===== src/rtl/mc_pkg.sv =====
// Shared types and opcode constants for the multicycle phase sequencer.
package mc_pkg;

  typedef enum logic [2:0] {
    StIdle,
    StFetch,
    StDecode,
    StExecute,
    StMem,
    StWriteback,
    StHalt,
    StTrap
  } state_e;

  typedef enum logic [1:0] {
    CauseNone        = 2'b00,
    CauseIllegal     = 2'b01,
    CauseImemTimeout = 2'b10,
    CauseDmemTimeout = 2'b11
  } trap_cause_e;

  localparam logic [6:0] OP_R      = 7'b0110011;
  localparam logic [6:0] OP_I      = 7'b0010011;
  localparam logic [6:0] OP_LOAD   = 7'b0000011;
  localparam logic [6:0] OP_STORE  = 7'b0100011;
  localparam logic [6:0] OP_BRANCH = 7'b1100011;
  localparam logic [6:0] OP_JAL    = 7'b1101111;
  localparam logic [6:0] OP_JALR   = 7'b1100111;
  localparam logic [6:0] OP_LUI    = 7'b0110111;
  localparam logic [6:0] OP_AUIPC  = 7'b0010111;
  localparam logic [6:0] OP_SYSTEM = 7'b1110011;

  function automatic logic is_legal_op(input logic [6:0] op);
    case (op)
      OP_R, OP_I, OP_LOAD, OP_STORE, OP_BRANCH, OP_JAL, OP_JALR, OP_LUI, OP_AUIPC,
      OP_SYSTEM: is_legal_op = 1'b1;
      default:   is_legal_op = 1'b0;
    endcase
  endfunction

endpackage


===== src/rtl/mc_wait_timer.sv =====
// Memory wait-state timer: counts stalled request cycles, flags the last allowed one.
module mc_wait_timer #(
  parameter int unsigned TIMEOUT_CYCLES = 255
) (
  input  logic clk_i,
  input  logic rst_ni,
  input  logic clear_i,
  input  logic en_i,
  output logic expired_o
);

  if (TIMEOUT_CYCLES == 0) begin : g_off
    assign expired_o = 1'b0;
  end else begin : g_on
    localparam int unsigned CntW = $clog2(TIMEOUT_CYCLES + 1);
    logic [CntW-1:0] cnt_q, cnt_d;

    always_comb begin
      cnt_d = cnt_q;
      if (clear_i) begin
        cnt_d = '0;
      end else if (en_i) begin
        cnt_d = cnt_q + CntW'(1);
      end
    end

    always_ff @(posedge clk_i or negedge rst_ni) begin
      if (!rst_ni) begin
        cnt_q <= '0;
      end else begin
        cnt_q <= cnt_d;
      end
    end

    // Fires on the stalled cycle that would bring the count to the limit.
    assign expired_o = en_i && (cnt_q == CntW'(TIMEOUT_CYCLES - 1));
  end

endmodule


===== src/rtl/multicycle_controller.sv =====
// Multicycle phase sequencer gating datapath write enables with memory req/ready handshakes.
// Performance counters are built only when MC_PERF_CNT_EN is defined.
module multicycle_controller
  import mc_pkg::*;
#(
  parameter int unsigned TIMEOUT_CYCLES = 255,
  parameter int unsigned CNT_W          = 32
) (
  input  logic             clock_i,
  input  logic             reset_ni,
  input  logic             run_i,
  input  logic [6:0]       opcode_i,
  input  logic             dec_reg_wr_i,
  input  logic             dec_mem_wr_i,
  input  logic             imem_ready_i,
  input  logic             dmem_ready_i,
  output logic             imem_req_o,
  output logic             ir_wr_o,
  output logic             dmem_req_o,
  output logic             dmem_we_o,
  output logic             reg_wr_o,
  output logic             pc_wr_o,
  output logic             busy_o,
  output logic             halted_o,
  output logic             trap_o,
  output logic [1:0]       trap_cause_o,
  output logic [CNT_W-1:0] cycle_cnt_o,
  output logic [CNT_W-1:0] instret_cnt_o
);

  state_e      state_q, state_d;
  trap_cause_e cause_q, cause_d;
  logic        imem_req_q, dmem_req_q, pc_wr_q, busy_q, halted_q, trap_q;
  logic        state_chg, tmr_en, tmr_expired;

  assign state_chg = (state_d != state_q);
  assign tmr_en    = (imem_req_q & ~imem_ready_i) | (dmem_req_q & ~dmem_ready_i);

  mc_wait_timer #(
    .TIMEOUT_CYCLES(TIMEOUT_CYCLES)
  ) u_wait_timer (
    .clk_i    (clock_i),
    .rst_ni   (reset_ni),
    .clear_i  (state_chg),
    .en_i     (tmr_en),
    .expired_o(tmr_expired)
  );

  always_comb begin
    state_d = state_q;
    cause_d = cause_q;
    unique case (state_q)
      StIdle: if (run_i) state_d = StFetch;
      StFetch: begin
        if (imem_ready_i) begin
          state_d = StDecode;
        end else if (tmr_expired) begin
          state_d = StTrap;
          cause_d = CauseImemTimeout;
        end
      end
      StDecode: begin
        if (!is_legal_op(opcode_i)) begin
          state_d = StTrap;
          cause_d = CauseIllegal;
        end else if (opcode_i == OP_SYSTEM) begin
          state_d = StHalt;
        end else begin
          state_d = StExecute;
        end
      end
      StExecute: begin
        state_d = (opcode_i == OP_LOAD || opcode_i == OP_STORE) ? StMem : StWriteback;
      end
      StMem: begin
        if (dmem_ready_i) begin
          state_d = StWriteback;
        end else if (tmr_expired) begin
          state_d = StTrap;
          cause_d = CauseDmemTimeout;
        end
      end
      StWriteback: state_d = run_i ? StFetch : StIdle;
      StHalt, StTrap: state_d = state_q;
    endcase
  end

  always_ff @(posedge clock_i or negedge reset_ni) begin
    if (!reset_ni) begin
      state_q    <= StIdle;
      cause_q    <= CauseNone;
      imem_req_q <= 1'b0;
      dmem_req_q <= 1'b0;
      pc_wr_q    <= 1'b0;
      busy_q     <= 1'b0;
      halted_q   <= 1'b0;
      trap_q     <= 1'b0;
    end else begin
      state_q    <= state_d;
      cause_q    <= cause_d;
      imem_req_q <= (state_d == StFetch);
      dmem_req_q <= (state_d == StMem);
      pc_wr_q    <= (state_d == StWriteback);
      busy_q     <= state_d inside {StFetch, StDecode, StExecute, StMem, StWriteback};
      halted_q   <= (state_d == StHalt);
      trap_q     <= (state_d == StTrap);
    end
  end

  // IR must latch on the very edge that ends the fetch, so ir_wr follows ready directly.
  assign imem_req_o   = imem_req_q;
  assign ir_wr_o      = imem_req_q & imem_ready_i;
  assign dmem_req_o   = dmem_req_q;
  assign dmem_we_o    = dmem_req_q & dec_mem_wr_i;
  assign reg_wr_o     = pc_wr_q & dec_reg_wr_i;
  assign pc_wr_o      = pc_wr_q;
  assign busy_o       = busy_q;
  assign halted_o     = halted_q;
  assign trap_o       = trap_q;
  assign trap_cause_o = cause_q;

`ifdef MC_PERF_CNT_EN
  logic             retire;
  logic [CNT_W-1:0] cycle_cnt_q, instret_cnt_q;

  // ECALL/EBREAK retire at decode since they never reach writeback.
  assign retire = (state_q == StWriteback) || (state_q == StDecode && state_d == StHalt);

  always_ff @(posedge clock_i or negedge reset_ni) begin
    if (!reset_ni) begin
      cycle_cnt_q   <= '0;
      instret_cnt_q <= '0;
    end else begin
      if (busy_q) cycle_cnt_q <= cycle_cnt_q + CNT_W'(1);
      if (retire) instret_cnt_q <= instret_cnt_q + CNT_W'(1);
    end
  end

  assign cycle_cnt_o   = cycle_cnt_q;
  assign instret_cnt_o = instret_cnt_q;
`else
  assign cycle_cnt_o   = '0;
  assign instret_cnt_o = '0;
`endif

endmodule


===== config.mk =====
export PLATFORM = sky130hd
export DESIGN_NAME = multicycle_controller
export DESIGN_NICKNAME = d
export VERILOG_FILES = /design/src/rtl/mc_pkg.sv /design/src/rtl/mc_wait_timer.sv /design/src/rtl/multicycle_controller.sv
export SDC_FILE = /design/constraint.sdc
export NUM_CORES = 1
export LEC_CHECK = 0
export BUFFER_PORTS_ARGS = -buffer_cell sky130_fd_sc_hd__buf_2
export CAP_MARGIN = 30
export CELL_PAD_IN_SITES_DETAIL_PLACEMENT = 0
export CELL_PAD_IN_SITES_GLOBAL_PLACEMENT = 2
export CORE_MARGIN = 1
export CORE_UTILIZATION = 25
export DETAILED_ROUTE_END_ITERATION = 6
export GPL_TIMING_DRIVEN = 1
export HOLD_SLACK_MARGIN = 0.15
export PLACE_DENSITY_LB_ADDON = 0.1
export SYNTH_ARGS = -nofsm -noshare
export SYNTH_HDL_FRONTEND = slang
export SYNTH_SLANG_ARGS = --single-unit

===== constraint.sdc =====
create_clock -name clock_i -period 2.7 [get_ports clock_i]
set_clock_uncertainty 0.05 [all_clocks]
set_input_delay 0.27 -clock clock_i [delete_from_list [all_inputs] [get_ports clock_i]]
set_output_delay 0.27 -clock clock_i [all_outputs]
set_load 0.005 [all_outputs]

==> out/metrics.cfg, run 1 <==
[status]
status = complete, but fails checks
violations = design-rule violations

[synthesis]
synthSimpleGateAreaFrac_pct = 19.7
yosysMostFrequentCell = buf_4
synth_edf_count = 0
synthMuxAreaShare_pct = 0.598
syn_inst = 187
synth_seq_cells = 19
synth_area_leaders = buf_4, dfrtp_1, nor4_1
synth_compound_area_share_pct = 13.9
synth_area_leader_cell = buf_4
synth.avg_cell_area_um2 = 8.95
synthTopCellsByCount = buf_4, dfrtp_1, nor2_1
synthXorXnorAreaFrac_pct = 3.66
netlist_area_um2 = 1670
synth-adder-area-share_pct = 1.49
yosysSeqAreaShare_pct = 28.4
ys_warn_count = 0
synthArstFlopShare_pct = 100
synth_ff_type = dfrtp_1
synth_cell_type_count = 47
synth_top_area_share_pct = 29.6
synth_top_family_by_area = buffers and inverters

[floorplan]
start_util_pct = 26.1
die-width_um = 83.8
fp.dieH_um = 83.8
rows = 29
io-pin-count = 89
core_area_um2 = 6420
die_area_um2 = 7030

[job]
drv_cap = 0

[global_routing]
track_usage_pct = 9.39
grt_max_degree = 20
antenna_found_initial = 0
first_global_vias = 1049
grt_overflow = 0
grt_pass1_wl_um = 5170

[timing]
period_needed_ns = 2.25
final.period_utilization_pct = 83.2
max_slew.worst_pin.slew_ns = 0.734
final_max_slew_viol_count = 0
setup_viol = 0
finalSetupTns_ns = 0
maxSlewHeadroom_pct = 50.9
rsz0062_at_grt = no
fmax_mhz = 445
worst_slack_ns = 0.454
hold_violations = 0

[route]
vias_per_cell = 4.05
wire_per_inst_um = 11.2
detail-route-antenna-nets = 0
drt_first_pass_iters = 6
vias = 1184
wl_um = 3270
drc = 12
drt_iter0_drc = 121

[place]
hpwl_um = 2620
dp_slack_ns = 0.397
gp_congestion = 0.722
port_buffers = 24
placed_cells = 287
dpl_cell_area_um2 = 1640

[worst_setup_path]
crit_chain = buf_4 > nand4_1 > o21ai_0 > mux2i_1 > o32ai_1 > nand2_1 > o21a_1
rrSetupSlack_ns = 0.45
crit_buf_inv = 1
crit_arrival_ns = 2.35
slowest_delay_ns = 0.67
path_max_fanout = 8
crit_required_ns = 2.80
crit_slowest_cell = o32ai_1
crit_type = reg -> reg
critPathLaunchType = flop
critPathTopFamily = compound AO/OA/AOI/OAI gates
end_kind = flop

[clocking]
clock_latency_ns = 0.25
cts_resized = 0
clk_pin_slew_worst_paths_ns = 0.07
root_buffer = clkbuf_8
cts_buffers = 3
clock_sinks = 19
h-tree-depth = 1
cts_tree = done
clock_path_buffers = 2

[layout]
drive_above_1_share_pct = 19.1
nNetsFinal = 232
fin_cells = 292
fillCellCount = 716
num_antenna_cells = 0
design_area_um2 = 1700
area_delta_synth_final_pct = 1.27

[power]
p_total_mw = 1.24
powerDensity_nw_per_um2 = 733
p_leak_nw = 0.815
peakVddDrop_mv = 0.206

[min_path]
hold_path.class = in -> reg

==> timing repair <==
action,in CTS,in global routing
endpoints found under the hold margin,19,0
hold buffers,1,0
setup buffers,0,0
endpoints found under the setup margin,0,0
==> layer usage <==
metal / GRT usage (%) / vias to the layer above / share of wire (%)
li1: - / 573 / -
met1: 12.1 / 550 / 46
met2: 15.6 / 59 / 48
met3: 1.58 / 2 / 5.1
met4: 3.76 / 0 / 0.89
met5: 0 / - / 0
==> placed cells by master, fill, tap and decap left out, drive strengths merged, types with 2 or more instances in the layout <==
master | synthesis | final
nor3 | 4 | 4
nor4 | 8 | 8
xnor2 | 3 | 3
o32ai | 2 | 2
nand3 | 5 | 5
ha | 2 | 2
nor2b | 5 | 5
nand2 | 7 | 7
clkbuf | 1 | 4
dfrtp | 19 | 19
or2b | 2 | 2
o21ai | 8 | 8
nor2 | 10 | 10
xor2 | 4 | 4
nand4 | 2 | 2
nand3b | 2 | 2
o21a | 4 | 4
a21oi | 3 | 3
buf | 66 | 27
and2 | 3 | 3
conb | 1 | 64
inv | 7 | 7
==> report_power, final <==
part / internal [mW] / switching (mW)
Clock: 0.105 / 0.0929
Combinational: 0.250 / 0.373
Sequential: 0.347 / 0.0754
Total: 0.702 / 0.541
==> kinds of logic (layout without fill, tap and decap cells) <==
| logic type | Yosys count | after routing |
|---|---|---|
| buffers and inverters | 74 | 39 |
| and+or+nand+nor | 55 | 55 |
| AOI/OAI and AO/OA | 28 | 28 |
| DFF | 19 | 19 |
| xor gates and xnor gates | 7 | 7 |
| adders and majority gates | 2 | 2 |
| other | 1 | 64 |
| muxes | 1 | 1 |
==> state kept, by name, indices dropped and copies added (netlist names) <==
name	flops
trap_cause_o	2
state_q	3
busy_o	1
pc_wr_o	1
imem_req_o	1
trap_o	1
halted_o	1
u_wait_timer.g_on.cnt_q	8
dmem_req_o	1
==> final timing paths <==
check,endpoint,cells after the start,startpoint
hold / removal,pc_wr_o,3,dmem_ready_i
max in group asynchronous,u_wait_timer.g_on.cnt_q[1],2,reset_ni
setup / recovery,busy_o,7,state_q[1]
hold reg to reg,trap_cause_o[1],1,trap_cause_o[1]
min in group asynchronous,state_q[2],2,reset_ni
setup reg to reg,busy_o,7,state_q[1]
==> worst min-delay path: stages <==
cell,delay (ns)
buf_2,0.14
inv_1,0.06
o32ai_1,0.15
==> through the flow <==
stage	hold WS [ns]	util [%]
final	0.397	26.4
after global routing	0.412	26.4
after CTS	0.379	26.4
after detailed placement	0.211	25.5
after global placement	0.199	25.5
after floorplan	-0.0756	-
==> area by class of cell <==
class	count	area [µm²]	share of cell area, %
inverters	7	26.3	1.55
well taps	77	96.3	5.68
multi-input cells	157	900	53.1
clock buffers	4	45.0	2.66
repair buffers	28	153	9.00
flip-flops and latches	19	475	28.0
(Power assumes the default switching activity.)
==> inputs of run 2 (changes only) <==
--- a/config.mk
+++ b/config.mk
@@ -10,7 +10,7 @@
 export CELL_PAD_IN_SITES_DETAIL_PLACEMENT = 0
 export CELL_PAD_IN_SITES_GLOBAL_PLACEMENT = 2
 export CORE_MARGIN = 1
-export CORE_UTILIZATION = 25
+export CORE_UTILIZATION = 22
 export DETAILED_ROUTE_END_ITERATION = 6
 export GPL_TIMING_DRIVEN = 1
 export HOLD_SLACK_MARGIN = 0.15
==> constraint.sdc (replaced) <==
create_clock -name clock_i -period 1.9 [get_ports clock_i]
set_clock_uncertainty 0.05 [all_clocks]
set_input_delay 0.19 -clock clock_i [delete_from_list [all_inputs] [get_ports clock_i]]
set_output_delay 0.19 -clock clock_i [all_outputs]
set_load 0.005 [all_outputs]
==> run 2 against run 1 <==
Against the previous run:
- the run ends with negative setup slack left
- largest cell class unchanged
- first-iteration DRC count is 70% lower
- die area is 13% higher
- global-route usage is 0.45 points higher
- worst hold slack worse by 0.066 ns
- register-to-register slack worse by 0.45 ns
- sequential cell count stayed put
- wire length is 14% higher
- final area is 21% higher
- via count is 9.4% higher
- sequential power is 28% higher
- power is 83% higher
- sequential share of layout area is 4.8 points lower
==> out/metrics.cfg, run 2 (synthesized netlist as in run 1, its figures left out) <==
[route]
vias = 1295
wire_per_inst_um = 11.0
drt_first_pass_iters = 4
wl_um = 3730
drc = 0
detail-route-antenna-nets = 0
vias_per_cell = 3.82
drt_iter0_drc = 36

[worst_setup_path]
path_max_fanout = 8
crit_buf_inv = 0
cp.depth = 5
crit_start = state_q[1]
crit_arrival_ns = 1.99
critPathLaunchType = flop
slowest_delay_ns = 0.55
end_kind = flop
r2r_cells = 5
crit_type = reg -> reg
critPathTopFamily = compound AO/OA/AOI/OAI gates
crit_slowest_cell = or4b_4
r2r_end = u_wait_timer.g_on.cnt_q[1]
crit_required_ns = 1.99
crit_chain = or4b_4 > a2111oi_4 > o21a_1 > o21a_4 > nor4_1
rrSetupSlack_ns = -0.0004
endpoint = u_wait_timer.g_on.cnt_q[1]
r2r_start = state_q[1]

[power]
powerDensity_nw_per_um2 = 1110
p_total_mw = 2.27
peakVddDrop_mv = 0.283
p_leak_nw = 0.953

[layout]
final_common_cell = conb_1
utilization_pct = 28.0
layout_common_cells = conb_1, buf_4, buf_2
area_delta_synth_final_pct = 22.0
largest_register = u_wait_timer.g_on.cnt_q
num_antenna_cells = 0
nNetsFinal = 257
largest_reg_flops = 8
drive_above_1_share_pct = 33.8

[timing]
period_needed_ns = 1.90
hold_violations = 0
rsz0062_at_grt = yes
worst_slack_ns = -0.000351
final_max_slew_viol_count = 0
fmax_mhz = 526
setup_viol = 1
final.period_utilization_pct = 100

[global_routing]
antenna_found_initial = 0
first_global_vias = 1183
grt_pass1_wl_um = 5840
grt_overflow = 0
grt_max_degree = 20
track_usage_pct = 9.84

[clocking]
cts_buffers = 3
root_buffer = clkbuf_8
clock_path_buffers = 2
clock_sinks = 19
clock_latency_ns = 0.25
h-tree-depth = 1
clk_pin_slew_worst_paths_ns = 0.07
cts_tree = done

[status]
status = complete, but fails checks
violations = negative setup slack

[place]
hpwl_um = 2940
port_buffers = 24
gp_congestion = 0.744

[floorplan]
die_area_um2 = 7960
rows = 31
die-width_um = 89.2
core_area_um2 = 7290
io-pin-count = 89
fp.dieH_um = 89.2
start_util_pct = 23.0

[min_path]
hold_path.class = in -> reg
hp-start = opcode_i[0]

[job]
drv_cap = 0

==> run 2: cell count changes in the layout (fill, tap and decap cells not counted), moves of 2 or more <==
cell | before | now
nor4_1 | 8 | 1
nor4_2 | 0 | 4
o32ai_1 | 2 | 0
inv_1 | 7 | 5
nor4_4 | 0 | 3
buf_4 | 3 | 26
inv_2 | 0 | 2
==> run 2: final cells by class <==
| class | instances | area, µm² |
|---|---|---|
| multi-input combinational | 157 | 1020 |
| fill | 819 | 5250 |
| sequential | 19 | 475 |
| inverter | 7 | 26.3 |
| clock buffer | 4 | 45.0 |
| tap | 99 | 124 |
| timing repair buffer | 53 | 357 |
==> run 2: how the worst min path moves through the flow <==
stage | end | slack, ns | cells after the start
global route | trap_cause_o[0] | 0.36 | 4
global placement | trap_cause_o[0] | 0.12 | 1
finish | trap_cause_o[0] | 0.33 | 4
CTS | trap_cause_o[0] | 0.33 | 4
floorplan | busy_o | -0.16 | 0
detailed placement | trap_cause_o[0] | 0.13 | 1
==> run 2: tightest hold or removal path, delay by kind of cell <==
family          cells  cell delay (ns)
simple gates        1             0.09
compound gates      2             0.20
buf+inv             1             0.11
==> run 2: where the power goes <==
| part | switching, mW | internal (mW) | total, mW |
|---|---|---|---|
| logic | 0.804 | 0.642 | 1.45 |
| clock network | 0.139 | 0.149 | 0.288 |
| registers | 0.0471 | 0.493 | 0.540 |
==> run 2: timing repair <==
action / CTS / global route
hold endpoints to repair: 19 / 0
gates resized for setup: 5 / 17
pin swaps: 0 / 5
hold buffers: 1 / 0
gates cloned: 0 / 0
endpoints found under the setup margin: 13 / 14
setup buffers: 3 / 1
==> run 2: routing by layer <==
layer	share of wire [%]	up-vias	wire, µm	track usage, %
li1	-	623	-	-
met1	46	610	1710	12.7
met2	47	60	1770	16.2
met3	5.7	2	212	2.03
met4	1.1	0	41	3.46
met5	0	-	0	0
==> run 2: stage by stage <==
stage | hold WS (ns) | cells | TNS, ns | setup WS [ns] | instance area [µm²]
2_1_floorplan | -0.156 | 250 | 0 | 0.0285 | 1910
3_3_place_gp | 0.121 | 330 | -0.360 | -0.0861 | 1830
3_5_place_dp | 0.130 | 330 | -0.548 | -0.0858 | 1830
4_1_cts | 0.330 | 338 | -0.0767 | -0.0255 | 1940
5_1_grt | 0.359 | 339 | -0.894 | -0.0997 | 2040
6_report | 0.331 | 339 | -0.000351 | -0.000351 | 2040
